File: config.mk
export PLATFORM = sky130hd
export DESIGN_NAME = fetch_decode_flat
export DESIGN_NICKNAME = d
export VERILOG_FILES = /design/src/rtl/cpu_pkg.sv /design/src/rtl/fetch_decode_if.sv /design/src/rtl/phase_seq.sv /design/src/rtl/fetch_decode.sv /design/src/flat_wrapper.sv
export SDC_FILE = /design/constraint.sdc
export NUM_CORES = 1
export LEC_CHECK = 0
export CAP_MARGIN = 10
export CORE_MARGIN = 4
export CORE_UTILIZATION = 45
export DETAILED_ROUTE_END_ITERATION = 16
export DONT_BUFFER_PORTS = 1
export PLACE_DENSITY = 0.63
export SLEW_MARGIN = 25
export SYNTH_ARGS = -nofsm -noshare
export SYNTH_HDL_FRONTEND = slang
export SYNTH_SLANG_ARGS = --single-unit
export TNS_END_PERCENT = 20
File: constraint.sdc
create_clock -name CLK -period 2.5 [get_ports CLK]
set_input_delay 0.5 -clock CLK [delete_from_list [all_inputs] [get_ports CLK]]
set_output_delay 0.5 -clock CLK [all_outputs]
set_load 0.1 [all_outputs]
File: src/rtl/cpu_pkg.sv
// Shared CPU definitions: phase encodings, sequencer states, opcodes and
// instruction field positions used by the front end and the execute stage.
package cpu_pkg;

   localparam int PC_W_DEF = 8;
   localparam int IW_DEF   = 15;

   // Externally visible phase encoding (IDLE reports as FETCH)
   typedef enum logic [1:0] {
      PH_FETCH  = 2'd0,
      PH_DECODE = 2'd1,
      PH_EXEC   = 2'd2,
      PH_WB     = 2'd3
   } phase_t;

   // Internal sequencer states; IDLE is kept distinct from FETCH
   typedef enum logic [2:0] {
      ST_IDLE,
      ST_FETCH,
      ST_DECODE,
      ST_EXEC,
      ST_WB
   } seq_state_t;

   localparam logic [3:0] OP_MOV = 4'h0;
   localparam logic [3:0] OP_JMP = 4'hC;
   localparam logic [3:0] OP_HLT = 4'hF;

   // Instruction field bit positions
   localparam int OPC_MSB  = 14;
   localparam int OPC_LSB  = 11;
   localparam int RA_MSB   = 10;
   localparam int RA_LSB   = 8;
   localparam int RB_MSB   = 7;
   localparam int RB_LSB   = 5;
   localparam int DATA_MSB = 7;
   localparam int DATA_LSB = 0;

   function automatic logic is_halt(input logic [3:0] op);
      return (op == OP_HLT);
   endfunction

endpackage

File: src/rtl/fetch_decode_if.sv
// Bus between the fetch/decode front end, the instruction ROM and execute.
interface fetch_decode_if #(
   parameter int PC_W = 8,
   parameter int IW   = 15
);
   logic            RUN;
   logic [PC_W-1:0] P_COUNT;
   logic [PC_W-1:0] ROM_ADDR;
   logic [IW-1:0]   ROM_DATA;
   logic [3:0]      OP_CODE;
   logic [2:0]      REG_A_SEL;
   logic [2:0]      REG_B_SEL;
   logic [7:0]      OP_DATA;
   logic            EX_EN;
   logic            WB_EN;
   logic            HALTED;
   logic [1:0]      PHASE;

   // Front end side
   modport master (
      input  RUN, P_COUNT, ROM_DATA,
      output ROM_ADDR, OP_CODE, REG_A_SEL, REG_B_SEL, OP_DATA,
             EX_EN, WB_EN, HALTED, PHASE
   );

   // ROM / execute / control side
   modport slave (
      output RUN, P_COUNT, ROM_DATA,
      input  ROM_ADDR, OP_CODE, REG_A_SEL, REG_B_SEL, OP_DATA,
             EX_EN, WB_EN, HALTED, PHASE
   );
endinterface

File: src/rtl/phase_seq.sv
// Four-phase instruction sequencer with RUN pause, sticky halt and
// one-cycle execute / write-back strobes.
module phase_seq
   import cpu_pkg::*;
#(
   parameter bit RUN_ON_RESET = 1'b1
) (
   input  logic       clk,
   input  logic       rst,
   input  logic       run,
   input  logic       is_hlt,
   output logic       ld_addr,
   output logic       ld_ir,
   output logic       ex_en,
   output logic       wb_en,
   output logic       halted,
   output logic [1:0] phase
);

   seq_state_t state_reg;
   phase_t     phase_reg;

   // Load strobes are decoded from the state so the fetch address and IR
   // capture line up with the state register edge.
   assign ld_addr = (state_reg == ST_FETCH) && run;
   assign ld_ir   = (state_reg == ST_DECODE);
   assign phase   = phase_reg;

   // State register with registered strobes, halt flag and phase
   always_ff @(posedge clk) begin
      if (rst) begin
         if (RUN_ON_RESET) state_reg <= ST_FETCH;
         else              state_reg <= ST_IDLE;
         phase_reg <= PH_FETCH;
         ex_en     <= 1'b0;
         wb_en     <= 1'b0;
         halted    <= 1'b0;
      end else begin
         ex_en <= 1'b0;
         wb_en <= 1'b0;
         case (state_reg)
            ST_IDLE: begin
               if (run && !halted) state_reg <= ST_FETCH;
               phase_reg <= PH_FETCH;
            end
            ST_FETCH: begin
               if (run) begin
                  state_reg <= ST_DECODE;
                  phase_reg <= PH_DECODE;
               end else begin
                  state_reg <= ST_IDLE;
               end
            end
            ST_DECODE: begin
               state_reg <= ST_EXEC;
               phase_reg <= PH_EXEC;
               ex_en     <= 1'b1;
            end
            ST_EXEC: begin
               state_reg <= ST_WB;
               phase_reg <= PH_WB;
               wb_en     <= 1'b1;
            end
            ST_WB: begin
               phase_reg <= PH_FETCH;
               if (is_hlt) begin
                  halted    <= 1'b1;
                  state_reg <= ST_IDLE;
               end else if (!run) begin
                  state_reg <= ST_IDLE;
               end else begin
                  state_reg <= ST_FETCH;
               end
            end
            default: begin
               state_reg <= ST_IDLE;
               phase_reg <= PH_FETCH;
            end
         endcase
      end
   end

endmodule

File: src/rtl/fetch_decode.sv
// CPU front end: fetch address register, instruction register and field
// split, driven by the phase sequencer.
module fetch_decode
   import cpu_pkg::*;
#(
   parameter int PC_W         = PC_W_DEF,
   parameter int IW           = IW_DEF,
   parameter bit RUN_ON_RESET = 1'b1
) (
   input  logic             CLK,
   input  logic             RESET,
   fetch_decode_if.master   bus
);

   logic [PC_W-1:0] rom_addr_reg;
   logic [IW-1:0]   ir_reg;
   logic            ld_addr;
   logic            ld_ir;
   logic            is_hlt;

   assign is_hlt = is_halt(ir_reg[OPC_MSB:OPC_LSB]);

   phase_seq #(
      .RUN_ON_RESET (RUN_ON_RESET)
   ) u_seq (
      .clk     (CLK),
      .rst     (RESET),
      .run     (bus.RUN),
      .is_hlt  (is_hlt),
      .ld_addr (ld_addr),
      .ld_ir   (ld_ir),
      .ex_en   (bus.EX_EN),
      .wb_en   (bus.WB_EN),
      .halted  (bus.HALTED),
      .phase   (bus.PHASE)
   );

   // Fetch address captured in FETCH, instruction word captured in DECODE
   always_ff @(posedge CLK) begin
      if (RESET) begin
         rom_addr_reg <= '0;
         ir_reg       <= '0;
      end else begin
         if (ld_addr) rom_addr_reg <= bus.P_COUNT;
         if (ld_ir)   ir_reg       <= bus.ROM_DATA;
      end
   end

   assign bus.ROM_ADDR  = rom_addr_reg;
   assign bus.OP_CODE   = ir_reg[OPC_MSB:OPC_LSB];
   assign bus.REG_A_SEL = ir_reg[RA_MSB:RA_LSB];
   assign bus.REG_B_SEL = ir_reg[RB_MSB:RB_LSB];
   assign bus.OP_DATA   = ir_reg[DATA_MSB:DATA_LSB];

endmodule

File: src/flat_wrapper.sv
// flat-port wrapper written by rule: the top's interface ports become plain ports
module fetch_decode_flat import cpu_pkg::*;
#(
   parameter int PC_W         = PC_W_DEF,
   parameter int IW           = IW_DEF,
   parameter bit RUN_ON_RESET = 1'b1
)
  (CLK, RESET, bus_RUN, bus_P_COUNT, bus_ROM_DATA, bus_ROM_ADDR, bus_OP_CODE, bus_REG_A_SEL, bus_REG_B_SEL, bus_OP_DATA, bus_EX_EN, bus_WB_EN, bus_HALTED, bus_PHASE);
  fetch_decode_if #(.PC_W(PC_W), .IW(IW)) bus_i ();
  input  logic CLK;
  input  logic RESET;
  input wire logic [$bits(bus_i.RUN)-1:0] bus_RUN;
  input wire logic [$bits(bus_i.P_COUNT)-1:0] bus_P_COUNT;
  input wire logic [$bits(bus_i.ROM_DATA)-1:0] bus_ROM_DATA;
  output wire logic [$bits(bus_i.ROM_ADDR)-1:0] bus_ROM_ADDR;
  output wire logic [$bits(bus_i.OP_CODE)-1:0] bus_OP_CODE;
  output wire logic [$bits(bus_i.REG_A_SEL)-1:0] bus_REG_A_SEL;
  output wire logic [$bits(bus_i.REG_B_SEL)-1:0] bus_REG_B_SEL;
  output wire logic [$bits(bus_i.OP_DATA)-1:0] bus_OP_DATA;
  output wire logic [$bits(bus_i.EX_EN)-1:0] bus_EX_EN;
  output wire logic [$bits(bus_i.WB_EN)-1:0] bus_WB_EN;
  output wire logic [$bits(bus_i.HALTED)-1:0] bus_HALTED;
  output wire logic [$bits(bus_i.PHASE)-1:0] bus_PHASE;
  assign bus_i.RUN = bus_RUN;
  assign bus_i.P_COUNT = bus_P_COUNT;
  assign bus_i.ROM_DATA = bus_ROM_DATA;
  assign bus_ROM_ADDR = bus_i.ROM_ADDR;
  assign bus_OP_CODE = bus_i.OP_CODE;
  assign bus_REG_A_SEL = bus_i.REG_A_SEL;
  assign bus_REG_B_SEL = bus_i.REG_B_SEL;
  assign bus_OP_DATA = bus_i.OP_DATA;
  assign bus_EX_EN = bus_i.EX_EN;
  assign bus_WB_EN = bus_i.WB_EN;
  assign bus_HALTED = bus_i.HALTED;
  assign bus_PHASE = bus_i.PHASE;
  fetch_decode #(.PC_W(PC_W), .IW(IW), .RUN_ON_RESET(RUN_ON_RESET)) u_core (.CLK(CLK), .RESET(RESET), .bus(bus_i));
endmodule
Yosys cells after proc, flatten, opt, wreduce, memory -nomap -nowiden
Index checks and enable logic that the tools add are counted.

Flip-flop bits (word level): 31. Bits of input ports: 26. Word-level logic and storage cells: 28.

Equality and inequality tests: 7. Muxes and demuxes: 9. Reductions and logical operators: 5.

Operators with widths (count): one-hot mux 3 bit (5 select lines) (1); == test 3 x 2 -> 1 bit (second input constant) (2); one-hot mux 2 bit (3 select lines) (1); == test 4 bit (second input constant) (1); 2-to-1 mux 1 bit (4); 2-to-1 mux 2 bit (2); inequality test 2 bit (second input constant) (2); == test 3 x 1 -> 1 bit (second input constant) (1); == test 3 bit (second input constant) (1); logical NOT 3 bit (1); 2-to-1 mux 3 bit (1); logical AND 1 bit (2); AND reduction 2 bit (1); logical NOT 1 bit (1).

Logic depth before layout (Yosys ltp)
Gate-level depths: netlist of run 1.

Depth after elaboration: 4. Depth in mapped cells: 6.

Modules after synthesis
A second synthesis of run 1 with hierarchy kept.

Cell total of the unflattened synthesis: 112. Area, all modules: 1157.4 um^2.

Modules (own cells, without submodules): fetch_decode (instances 1, cells an instance 78, area an instance 857.1 um^2, sequential area each 460.4 um^2); phase_seq (instances 1, cells an instance 34, area an instance 300.3 um^2, sequential area each 160.2 um^2).

Worst setup path before layout of run 1
OpenSTA, ideal clock, no wires.

Path type: register to output. From: register u_core.ir_reg[5]. To: output bus_REG_B_SEL[0]. Arrival time: 1.373 ns. Data required time: 2.000 ns. Slack: 0.627 ns. Stages on the path, launching flop included: 2. Path buffers: 1. Cell sequence: dfxtp_1 > buf_4.

RTL lines: from (decl) (line fetch_decode.sv:16) `logic [IW-1:0] ir_reg;`; from (signal assigned) (line fetch_decode.sv:45) `if (ld_ir) ir_reg <= bus.ROM_DATA;`; to (decl) (line flat_wrapper.sv:18) `output wire logic [$bits(bus_i.REG_B_SEL)-1:0] bus_REG_B_SEL;`.

No word-level cell between the ends.

Worst setup path in the final report of run 1
From: register u_core.ir_reg[7]. To: output bus_OP_DATA[7].

RTL lines: to (decl) (line flat_wrapper.sv:19) `output wire logic [$bits(bus_i.OP_DATA)-1:0] bus_OP_DATA;`.

No word-level cell between the ends.

==> results of run 1 <==
## report_power, final
part,switching [µW],internal [µW]
clock,154,109
sequential,22.1,516
combinational,177,50.8
## metrics by stage
| stage | setup WS, ns | std cells | hold slack, ns |
|---|---|---|---|
| 2_1_floorplan | 0.6269 | 127 | 0.5398 |
| 3_3_place_gp | 1.070 | 172 | 0.4605 |
| 3_5_place_dp | 1.009 | 172 | 0.4697 |
| 4_1_cts | 0.7028 | 180 | 0.2136 |
| 5_1_grt | 0.6681 | 180 | 0.2000 |
| 6_report | 0.7212 | 180 | 0.2335 |
## area by class of cell
class                      count  area (µm²)  area share (%)
clock buffer                   7       45.04           3.203
sequential                    31       624.3           44.39
inverter                       3       11.26          0.8007
clock inverter                 1       5.005          0.3559
timing repair buffer          28       235.2           16.73
multi-input combinational     80       447.9           31.85
tap                           30       37.54           2.669
## kinds of logic (layout without fill, tap and decap cells)
kind of cell | Yosys count | count (layout)
mux | 9 | 9
buf+inv | 16 | 39
compound gates | 20 | 20
flops | 31 | 31
simple gates | 51 | 51
## routing by layer
metal / global-route usage (%) / vias to the layer above
met5: 0 / -
met4: 8.738 / 0
met3: 8.497 / 8
met2: 25.24 / 33
met1: 16.08 / 422
li1: - / 464
## worst max-delay path by stage
stage          cells after the start                       endpoint                              startpoint
2_1_floorplan                      1               bus_REG_B_SEL[0]           u_core.ir_reg[5]$_SDFFE_PP0P_
3_3_place_gp                       3  u_core.ir_reg[7]$_SDFFE_PP0P_  u_core.u_seq.state_reg[1]$_SDFFE_PP0P_
3_5_place_dp                       3  u_core.ir_reg[8]$_SDFFE_PP0P_  u_core.u_seq.state_reg[1]$_SDFFE_PP0P_
4_1_cts                            1                 bus_OP_DATA[7]           u_core.ir_reg[7]$_SDFFE_PP0P_
5_1_grt                            1                 bus_OP_DATA[7]           u_core.ir_reg[7]$_SDFFE_PP0P_
6_report                           1                 bus_OP_DATA[7]           u_core.ir_reg[7]$_SDFFE_PP0P_
## Yosys cell counts
cell	count	share of area (%)
a21oi_1	17	7.2
a31oi_1	1	0.53
a41oi_1	1	0.75
and4bb_2	1	1.1
buf_2	1	0.43
buf_4	6	3.8
buf_6	3	2.9
clkbuf_1	3	0.96
dfxtp_1	31	53
inv_1	3	0.96
mux2i_1	9	7.7
nand2_1	29	9.3
nand2_2	1	0.53
nand4_1	1	0.53
nor2_1	9	2.9
nor2b_1	1	0.53
nor3_1	3	1.3
nor3b_4	1	1.6
nor4_1	1	0.53
nor4b_1	2	1.5
o31ai_1	1	0.64
or3b_1	1	0.75
or4b_1	1	0.85
## cells in the final DEF (no fill, tap or decap)
master,count
dfxtp_1,28
or3b_1,1
clkbuf_4,5
clkinv_2,1
a41oi_1,1
mux2i_1,9
a31oi_1,1
clkbuf_1,2
nand2_2,1
nor4b_1,2
or4b_1,1
nor4_1,1
nor3b_4,1
a21oi_1,17
buf_4,26
nor3_1,3
inv_1,3
nor2b_1,1
nand2_1,29
nand4_1,1
o31ai_1,1
and4bb_2,1
buf_12,2
dfxtp_2,3
nor2_1,9
==> results.py, run 1 <==
metrics = {
    "logic_synthesis": {
        "synth_compound_area_share_pct": 9.159,
        "avgSynthCellArea_um2": 9.251,
        "synth_fp_nets": 153,
        "synth-adder-area-share_pct": 0,
        "synth.distinct_cells": 23,
        "yosys_warnings": 0,
        "yosysSeqAreaShare_pct": 52.82,
        "syn_inst": 127,
        "synthSimpleGateAreaFrac_pct": 21.30,
        "muxShareOfSynthArea_pct": 7.668,
        "synth_top_family_by_area": "simple AND/OR/NAND/NOR gates",
        "synthXorXnorAreaFrac_pct": 0,
        "synth_seq_cells": 31,
        "syn_area_um2": 1175,
    },
    "floorplanning": {
        "die_y_um": 59.10,
        "core_area_um2": 2477,
        "die_w_um": 59.10,
        "start_util_pct": 47.42,
        "ios": 57,
        "die_area_um2": 3492,
        "rows": 18,
    },
    "timing": {
        "max_freq_mhz": 562.2,
        "setup_viol": 0,
        "worst_slew_pin_slew_ns": 0.5704,
        "slew_viol_final": 0,
        "period_needed_ns": 1.779,
        "fin_crit_sh_pct": 71.15,
        "finClkSkew_ns": 0.008731,
        "slew_headroom_pct": 61.97,
        "rsz0062_at_grt": "no",
        "tns_ns": 0,
        "hold_violations": 0,
    },
    "finish": {
        "final_area_um2": 1406,
        "layout-drive-gt1-share_pct": 26.67,
        "nFillCells": 239,
        "largest_reg_flops": 15,
        "antenna-diode-count": 0,
        "layout-area-overhead-vs-synth_pct": 19.70,
        "finish.utilization_pct": 56.77,
        "final_nets": 175,
    },
    "setup_path": {
        "end_kind": "primary output",
        "cpPeakStageDelay_ns": 0.70,
        "critPathKind": "flip-flop to primary output",
        "crit_family": "flip-flops",
        "r2r_end": "u_core.ir_reg[8]$_SDFFE_PP0P_",
        "crit_slowest_cell": "dfxtp_2",
        "crit_fanout": 3,
        "crit_chain": "buf_12",
        "worstReg2RegStart": "u_core.u_seq.state_reg[1]$_SDFFE_PP0P_",
        "r2r_slack_ns": 1.01,
        "cp.required_ns": 2.00,
        "worst-r2r-cell-count": 3,
        "start_kind": "flip-flop",
        "critPathArrivalTime_ns": 1.28,
        "cp_num_buf_inv": 1,
    },
    "clocking": {
        "cts_setup_buffers": 0,
        "clkSinkCount": 31,
        "cts_buffer_depth": 2,
        "hold_buffers": 0,
        "htree_levels": 2,
        "ctsResizeCount": 0,
        "insertion_delay_ns": 0.32,
        "clk_pin_slew_ns": 0.09,
        "cts_tree": "done",
        "cts_root_buf": "clkbuf_4",
        "cts_buffers": 5,
    },
    "placed_design": {
        "port_buffers": 0,
        "place_area_um2": 1356,
        "gp_congestion": 0.6526,
        "dpl.hpwl_um": 1806,
    },
    "drt": {
        "detail-route-antenna-nets": 0,
        "viasPerCell": 5.150,
        "first_pass_iters": 6,
        "wl_met1_um": 891,
        "via_count": 927,
        "post_drt_wl_per_cell_um": 13.33,
        "drc": 0,
        "drtIter0Drc": 28,
        "wl_met2_um": 1182,
        "highest_layer": "met4",
        "wirelength_um": 2400,
        "dr_wl_met3_um": 268,
    },
    "min_path": {
        "hold_depth": 1,
        "hp-start": "RESET",
        "hold_path_class": "input pin to flip-flop",
        "holdPathEnd": "u_core.ir_reg[6]$_SDFFE_PP0P_",
    },
    "grt": {
        "first_global_vias": 944,
        "grtUsageTotal_pct": 15.65,
        "grt_max_degree": 32,
        "antenna_found_initial": 0,
        "grt_pass1_wl_um": 4050,
        "grt_overflow": 0,
    },
    "pwr": {
        "power.density_nw_per_um2": 731.7,
        "max-vdd-ir-drop_uv": 578.8,
        "p_leak_uw": 0.0005636,
        "p_total_uw": 1029,
    },
    "flow_run": {
        "maxCapViolations": 0,
    },
    "run_status": {
        "status": "finished clean",
    },
}
No activity file was read; power rests on OpenSTA's default activity.
==> run 2: changes to the inputs <==
clock period = 1.65 ns   (was 2.5 ns; I/O delays follow)
==> run 2 against run 1 <==
Sequential share of layout area is 0.77 points lower. Sequential power up 49%. Die area did not move. Combinational power grew 58%. Flip-flop and latch count unchanged. Wire length is 0.79% higher. Non-clock buffer count did not move. Clock skew decreased by 0.0041 ns. Clock-buffer cell count grew 1. First-iteration DRC count shrank 57%. Largest power group unchanged.
==> results.py, run 2 (same netlist as run 1, synthesis figures left out) <==
metrics = {
    "drt": {
        "wl_met1_um": 947,
        "wirelength_um": 2419,
        "detail-route-antenna-nets": 0,
        "via_count": 910,
        "viasPerCell": 5.056,
        "drtIter0Drc": 12,
        "first_pass_iters": 2,
        "dr_wl_met3_um": 259,
        "highest_layer": "met4",
        "wl_met2_um": 1185,
        "post_drt_wl_per_cell_um": 13.44,
        "drc": 0,
    },
    "timing": {
        "tns_ns": 0,
        "slew_viol_final": 0,
        "max_freq_mhz": 682.2,
        "finClkSkew_ns": 0.004661,
        "rsz0062_at_grt": "no",
        "slew_headroom_pct": 60.84,
        "period_needed_ns": 1.466,
        "setup_viol": 0,
        "hold_violations": 0,
        "fin_ws_ns": 0.1841,
        "worst_slew_pin_slew_ns": 0.5867,
        "fin_crit_sh_pct": 88.84,
    },
    "setup_path": {
        "crit_fanout": 16,
        "cp.required_ns": 1.87,
        "critPathKind": "flip-flop to flip-flop",
        "end_kind": "flip-flop",
        "critPathArrivalTime_ns": 1.68,
        "start_kind": "flip-flop",
    },
    "clocking": {
        "cts_tree": "done",
        "insertion_delay_ns": 0.32,
        "hold_buffers": 0,
        "cts_buffers": 5,
        "htree_levels": 2,
        "clk_pin_slew_ns": 0.09,
        "ctsResizeCount": 0,
        "clkSinkCount": 31,
        "cts_root_buf": "clkbuf_4",
        "cts_buffer_depth": 2,
        "cts_setup_buffers": 0,
    },
    "placed_design": {
        "place_area_um2": 1374,
        "dp_slack_ns": 0.1799,
        "gp_congestion": 0.7227,
        "dpl.hpwl_um": 1755,
        "dp.cells": 172,
        "port_buffers": 0,
    },
    "grt": {
        "grt_pass1_wl_um": 3870,
        "antenna_found_initial": 0,
        "grt_max_degree": 32,
        "grt_overflow": 0,
        "first_global_vias": 849,
        "grtUsageTotal_pct": 15.37,
    },
    "floorplanning": {
        "core_area_um2": 2477,
        "rows": 18,
        "ios": 57,
        "start_util_pct": 47.42,
        "die_w_um": 59.10,
        "die_y_um": 59.10,
        "die_area_um2": 3492,
    },
    "finish": {
        "final_cell_mix": "nand2_1 (29), buf_4 (25), dfxtp_1 (24)",
        "final_area_um2": 1443,
        "layout-drive-gt1-share_pct": 30.00,
        "largest_reg_flops": 15,
        "layout-area-overhead-vs-synth_pct": 22.79,
        "final_nets": 175,
        "antenna-diode-count": 0,
        "final_common_cell": "nand2_1",
        "final_cells": 180,
    },
    "pwr": {
        "p_total_uw": 1654,
        "max-vdd-ir-drop_uv": 813.2,
        "p_leak_uw": 0.0005777,
        "power.density_nw_per_um2": 1146,
    },
    "min_path": {
        "hold_path_class": "input pin to flip-flop",
    },
    "run_status": {
        "status": "finished clean",
    },
    "flow_run": {
        "maxCapViolations": 0,
    },
}
run 2: changes by cell type in the layout (fill, tap and decap cells not counted):
cell	delta
dfxtp_1	-4
buf_12	+1
buf_4	-1
clkbuf_8	+2
dfxtp_2	+4
clkbuf_1	-1
clkinv_2	-1
run 2: per-stage QoR:
stage / utilization (%) / hold slack, ns
floorplan: - / 0.4073
global placement: 55.45 / 0.3963
detailed placement: 55.45 / 0.3991
CTS: 58.23 / 0.04328
global route: 58.23 / 0.02284
finish: 58.23 / 0.05940
run 2: final cells by class:
class,instances,area (µm²)
multi-input cells,80,447.9
fillers,245,1035
repair buffers,28,247.7
flip-flops and latches,31,629.4
inverters,3,11.26
well taps,30,37.54
clock buffers,8,68.82
run 2: metal layers:
metal	vias up	GRT usage [%]
met1	411	17.54
met2	35	22.87
met5	-	0
met3	4	9.368
li1	460	-
met4	0	6.796
run 2: report_power, final:
group / switching [µW] / internal, µW / total (µW)
Clock: 240 / 251 / 491
Sequential: 21.6 / 782 / 803
Combinational: 281 / 79.2 / 360
run 2: final timing paths:
path                            slack [ns]                                   start                              to  depth (start not counted)
worst max-delay path                  0.18  u_core.u_seq.state_reg[1]$_SDFFE_PP0P_  u_core.ir_reg[14]$_SDFFE_PP0P_                          3
worst min-delay path                  0.06                                   RESET  u_core.ir_reg[11]$_SDFFE_PP0P_                          1
worst max register to register        0.18  u_core.u_seq.state_reg[1]$_SDFFE_PP0P_  u_core.ir_reg[14]$_SDFFE_PP0P_                          3
worst min register to register        0.48           u_core.ir_reg[5]$_SDFFE_PP0P_   u_core.ir_reg[5]$_SDFFE_PP0P_                          2
run 2: worst max-delay path: stages, from the launching register on:
cell and delay [ns]:
dfxtp_1 0.49, or3b_1 0.64, nand2_1 0.16, a21oi_1 0.08
